`src/rtl/cpc_ram_pkg.sv`:
```
// Shared decode constants, FSM state codes and the quadrant page map.
// Latency: n/a (package).
// Backpressure: n/a (package).
package cpc_ram_pkg;

  // Committed mode values, as written in D2:D0 of a RAM-configuration OUT
  localparam logic [2:0] MODE_NONE  = 3'd0;  // no expansion mapping
  localparam logic [2:0] MODE_C3    = 3'd1;  // quadrant 3 -> page 3
  localparam logic [2:0] MODE_LIN   = 3'd2;  // all four quadrants, linear
  localparam logic [2:0] MODE_C3_LO = 3'd3;  // quadrant 3 -> page 3
  localparam logic [2:0] MODE_P4    = 3'd4;  // quadrant 1 -> page 0
  localparam logic [2:0] MODE_P5    = 3'd5;  // quadrant 1 -> page 1
  localparam logic [2:0] MODE_P6    = 3'd6;  // quadrant 1 -> page 2
  localparam logic [2:0] MODE_P7    = 3'd7;  // quadrant 1 -> page 3

  // Gate Array RAM-configuration port: A15 low, data tag D7:D6 = 11
  localparam logic       CFG_A15 = 1'b0;
  localparam logic [1:0] CFG_TAG = 2'b11;

  // Config port FSM states
  localparam logic [0:0] IDLE  = 1'b0;
  localparam logic [0:0] ARMED = 1'b1;

  typedef struct packed {
    logic       mapped;
    logic [1:0] page;
  } pmap_t;

  // Which SRAM page (if any) a Z80 quadrant lands in under a given mode
  function automatic pmap_t page_map(input logic [2:0] mode, input logic [1:0] q);
    pmap_t r;
    r = '0;
    case (mode)
      MODE_C3, MODE_C3_LO: begin
        r.mapped = (q == 2'd3);
        r.page   = 2'd3;
      end
      MODE_LIN: begin
        r.mapped = 1'b1;
        r.page   = q;
      end
      MODE_P4, MODE_P5, MODE_P6, MODE_P7: begin
        r.mapped = (q == 2'd1);
        r.page   = mode[1:0];
      end
      default: r = '0;
    endcase
    return r;
  endfunction

endpackage

```
`src/rtl/cpc_ram_cfg_port.sv`:
```
// Two-state capture/commit register for RAM-configuration writes.
// Latency: config commits on the first edge cfg_wr is sampled low after the OUT.
// Backpressure: none; every qualified write is taken, the last sample wins.
module cpc_ram_cfg_port
  import cpc_ram_pkg::*;
#(
  parameter int BLK_BITS = 3
) (
  input  logic                clk,
  input  logic                rst_n,
  input  logic                cfg_wr,
  input  logic [5:0]          d_lo,
  input  logic [2:0]          a_ext,
  output logic [2:0]          mode,
  output logic [BLK_BITS-1:0] blk
);

  logic [0:0]          state;
  logic [2:0]          pend_mode;
  logic [BLK_BITS-1:0] pend_blk;
  logic [5:0]          blk_full;
  logic                unused_blk;

  // Block number: D5:D3 low bits, extension bits from inverted A10:A8
  assign blk_full   = {~a_ext, d_lo[5:3]};
  assign unused_blk = ^blk_full;

  // Capture while the strobe is active, commit on the first inactive edge
  always_ff @(posedge clk or negedge rst_n) begin
    if (!rst_n) begin
      state     <= IDLE;
      pend_mode <= '0;
      pend_blk  <= '0;
      mode      <= '0;
      blk       <= '0;
    end else begin
      case (state)
        IDLE: begin
          if (cfg_wr) begin
            pend_mode <= d_lo[2:0];
            pend_blk  <= blk_full[BLK_BITS-1:0];
            state     <= ARMED;
          end
        end
        default: begin
          if (cfg_wr) begin
            pend_mode <= d_lo[2:0];
            pend_blk  <= blk_full[BLK_BITS-1:0];
          end else begin
            mode  <= pend_mode;
            blk   <= pend_blk;
            state <= IDLE;
          end
        end
      endcase
    end
  end

endmodule

```
`src/rtl/cpc_ram_banker.sv`:
```
// CPC RAM expansion banker: config port decode plus SRAM address/strobe map.
// Latency: memory path is combinational from the bus and committed config.
// Backpressure: none; accesses never stall and READY is left alone.
module cpc_ram_banker
  import cpc_ram_pkg::*;
#(
  parameter int BLK_BITS = 3  // legal 3..6 (512K..4MB)
) (
  input  logic                CLK,
  input  logic                RESET_B,
  input  logic [7:0]          A,
  input  logic [7:0]          D,
  input  logic                MREQ_B,
  input  logic                IOREQ_B,
  input  logic                RD_B,
  input  logic                WR_B,
  input  logic                RFSH_B,
  input  logic                M1_B,
  output logic [BLK_BITS+1:0] HIADR,
  output logic                RAMCS_B,
  output logic                RAMOE_B,
  output logic                RAMWE_B,
  output logic                RAMDIS,
  output logic [2:0]          CFG_MODE
);

  localparam int HIADR_W = BLK_BITS + 2;

  logic                cfg_wr;
  logic [2:0]          mode;
  logic [BLK_BITS-1:0] blk;
  pmap_t               pm;
  logic                hit;
  logic                unused_a;

  assign unused_a = ^A[6:3];

  // Qualified OUT to the RAM-config port; M1 low means interrupt acknowledge
  always_comb begin
    cfg_wr = !IOREQ_B && !WR_B && M1_B && (A[7] == CFG_A15) && (D[7:6] == CFG_TAG);
  end

  cpc_ram_cfg_port #(.BLK_BITS(BLK_BITS)) u_cfg (
    .clk    (CLK),
    .rst_n  (RESET_B),
    .cfg_wr (cfg_wr),
    .d_lo   (D[5:0]),
    .a_ext  (A[2:0]),
    .mode   (mode),
    .blk    (blk)
  );

  // Map the current quadrant; refresh cycles never reach the SRAM
  always_comb begin
    pm  = page_map(mode, A[7:6]);
    hit = pm.mapped && !MREQ_B && RFSH_B;
  end

  // SRAM strobes and CPC RAM disable follow the hit directly
  always_comb begin
    RAMDIS   = hit;
    RAMCS_B  = !hit;
    RAMOE_B  = !(hit && !RD_B);
    RAMWE_B  = !(hit && !WR_B);
    HIADR    = hit ? HIADR_W'({blk, pm.page}) : '0;
    CFG_MODE = mode;
  end

endmodule

```
`config.mk`:
```
export PLATFORM = sky130hd
export DESIGN_NAME = cpc_ram_banker
export DESIGN_NICKNAME = d
export VERILOG_FILES = /design/src/rtl/cpc_ram_pkg.sv /design/src/rtl/cpc_ram_cfg_port.sv /design/src/rtl/cpc_ram_banker.sv
export SDC_FILE = /design/constraint.sdc
export NUM_CORES = 1
export LEC_CHECK = 0
export CAP_MARGIN = 0
export CORE_MARGIN = 1.5
export CORE_UTILIZATION = 36
export DETAILED_ROUTE_END_ITERATION = 12
export PLACE_DENSITY_LB_ADDON = 0.1
export SYNTH_ARGS = -nofsm -noshare
export SYNTH_HDL_FRONTEND = slang
export SYNTH_SLANG_ARGS = --single-unit
```
`constraint.sdc`:
```
create_clock -name CLK -period 2 [get_ports CLK]
set_input_delay 0.4 -clock CLK [delete_from_list [all_inputs] [get_ports CLK]]
set_output_delay 0.4 -clock CLK [all_outputs]
set_load 0.02 [all_outputs]
```
==> metrics.txt <==
status=finished, violations left; failing checks=setup timing; Chip Height=44.9 um; worst-margin pin slew=0.566 ns; initial DRC count=1; critical path cell sequence=buf_6 > nand4b_1 > a311oi_4 > buf_4 > buf_6 > a21boi_4 > buf_6; via count=522; worst-path maximum fanout=3; port buffer count=29; wire length per cell=12.5 um; TritonCTS Buffers=3; routed wire length=1330 um; ANT cells=0; final slew viol count=0; Max clock buf depth=2; grt total ovfl=0; worst hold path type=in -> async; DR vias/cell=4.92; Synthesized Nets=70; Crit path largest cell delay=0.41 ns; Top delay family on crit path=buffers and inverters; Mean Syn Cell Area=13.7 um^2; global-route wire length before repair=2260 um; Mapped Area=631 um^2; vias in the first global route=546; DRC=0; Area Overhead vs Synth=76.8%; Synth Area in Simple Gates=15.5%; RSZ-0062 raised after global routing=true; Final min period=2.28 ns; Die X=44.9 um; Syn. warnings=0; Worst setup EP type=primary output; fmax=438 MHz; sum of buffers and inverters on the critical path=4; post-synthesis xor/xnor area fraction=0%; Top Ports=36; power per cell area=606 nW/um^2; Max Cap Viol=0; Total Routing Usage GR=15.6%; CTS tree=yes; worst vdd ir=0.451 mV; Post-DRT Antenna Nets=0; largest family of logic cells by synthesized area=multiplexers; Nets=115; hpwl dp=1000 um; slew margin rel.=62.2%; DIE AREA=2010 um^2; compound-gate portion of the synthesized area=9.72%; largest net degree at the start of global routing=14; FP Rows=14; CTS root buf=clkbuf_4; Worst Skew=0.000526 ns; register area share after synthesis=51.6%; Yosys reg bits=13; Worst EP arrival=1.88 ns; Gate Count Post-Synth=46; H-tree depth=1; Slowest-stage cell, CP=dfrtp_2; Critical Path RT=1.60 ns; GPL Wtd Cong=0.688; core area=1580 um^2; setup TNS=-1.58 ns; Leakage=0.507 nW; fin crit share=114%; Worst Setup Slack, final=-0.282 ns; initial core utilization=40.0%; DP Worst Slack=-0.747 ns; Area after DPL=1010 um^2; hold_buf cts=0; post-route cell area=1110 um^2; Clock transition at path regs=0.07 ns; initial antenna violation count=0; Detailed Routing Iterations Pass 1=2; Skew-Pair Late Insertion Delay=0.27 ns; post-synthesis mux area share=21.4%; Final Hold Violating Endpoints=0; Filler cells=133; FF+latch area=329 um^2; synthesized-area fraction occupied by adder cells=0%; crit-path most repeated cell=buf_6; post-synth cell types=17; CTS sink count=13; area of the multi-input gates=328 um^2; final hold slack=0.486 ns; fraction of layout cells with a size suffix above 1=55.6%; critical path type=reg -> out; setup violators final=9; crit path launch type=flop
[cell usage in the layout (no fill, tap or decap)]
cell	netlist	final
a21boi_4	0	1
or4b_4	1	1
a31oi_1	1	1
clkbuf_4	0	3
a311oi_4	1	1
dfrtp_2	0	3
clkbuf_1	0	1
o21ai_4	1	1
mux2_2	12	12
and2_4	0	3
dfrtp_1	13	10
nand2b_1	2	1
buf_4	0	8
dlymetal6s2s_1	0	2
nor2_4	1	1
clkdlybuf4s50_1	0	18
buf_6	0	12
inv_2	0	1
nand4b_1	1	1
or3b_4	1	1
nand2b_4	0	1
nand2_1	2	2
nand3b_1	1	1
nor2b_4	0	1
inv_1	3	2
o21ai_0	1	1
[metrics by stage]
step / total power, mW / utilization, % / instances
2_1_floorplan: 0.409 / - / 46
3_3_place_gp: 0.501 / 64.2 / 97
3_5_place_dp: 0.506 / 64.2 / 97
4_1_cts: 0.688 / 70.2 / 106
5_1_grt: 0.720 / 70.7 / 106
6_report: 0.676 / 70.7 / 106
[timing repair]
item	in CTS	in global routing
gates cloned	0	0
gates resized for setup	61	3
endpoints found under the setup margin	9	15
pin swaps	5	2
setup buffers	5	0
[cells in the mapped netlist, drive strengths merged]
cell type	instances	share of area, %
a21boi	1	1.2
a311oi	1	4.2
a31oi	1	0.99
and2	3	3.0
dfrtp	13	52
inv	3	1.8
mux2	12	21
nand2	2	1.2
nand2b	2	2.0
nand3b	1	1.2
nand4b	1	1.4
nor2	1	1.8
nor2b	1	0.99
o21ai	2	3.4
or3b	1	1.8
or4b	1	2.2
[flip-flops by register name, summed over array words and instances, names as in the netlist]
name,count
u_cfg.blk,3
u_cfg.mode,3
u_cfg.pend_blk,3
u_cfg.pend_mode,3
u_cfg.state,1
[layout make-up]
type / instances / share of cell area (%)
inverters: 3 / 1.01
multi-input cells: 30 / 29.4
clock buffers: 4 / 2.36
flip-flops and latches: 13 / 29.5
well taps: 16 / 1.80
repair buffers: 40 / 35.9
[routing by layer]
| layer | vias up | global-route usage, % | routed length, um |
|---|---|---|---|
| li1 | 253 | - | - |
| met1 | 239 | 17.3 | 556 |
| met2 | 28 | 27.5 | 629 |
| met3 | 2 | 3.20 | 123 |
| met4 | 0 | 8.82 | 16 |
| met5 | - | 0 | 0 |
[kinds of logic (layout without fill, tap and decap cells)]
| logic type | count (synthesis) | in the layout |
|---|---|---|
| buffers and inverters | 3 | 47 |
| AOI/OAI and AO/OA | 5 | 5 |
| and+or+nand+nor | 13 | 13 |
| muxes | 12 | 12 |
| DFF | 13 | 13 |
[worst register-to-register path, cell delays in order (launching register included)]
cell,delay [ns]
dfrtp_2,0.40
buf_4,0.13
buf_4,0.14
mux2_2,0.26
[where the power goes]
part	internal [mW]	switching, mW	total, mW
registers	0.303	0.0191	0.323
clock network	0.0773	0.0800	0.157
logic	0.123	0.0731	0.196
[worst paths after layout]
| kind | slack, ns | end | from | cells past startpoint |
|---|---|---|---|---|
| worst max register to register | 0.97 | u_cfg.mode[0]$_DFFE_PN0P_ | u_cfg.mode[0]$_DFFE_PN0P_ | 3 |
| worst min register to register | 0.51 | u_cfg.pend_mode[0]$_DFFE_PN0P_ | u_cfg.pend_mode[0]$_DFFE_PN0P_ | 1 |
| min in group CLK | 0.51 | u_cfg.pend_mode[0]$_DFFE_PN0P_ | u_cfg.pend_mode[0]$_DFFE_PN0P_ | 1 |
| worst min-delay path | 0.49 | u_cfg.pend_mode[2]$_DFFE_PN0P_ | RESET_B | 1 |
| worst max-delay path | -0.28 | HIADR[1] | u_cfg.mode[2]$_DFFE_PN0P_ | 7 |
| max in group asynchronous | 1.11 | u_cfg.mode[1]$_DFFE_PN0P_ | RESET_B | 1 |
(Power assumes the default switching activity.)
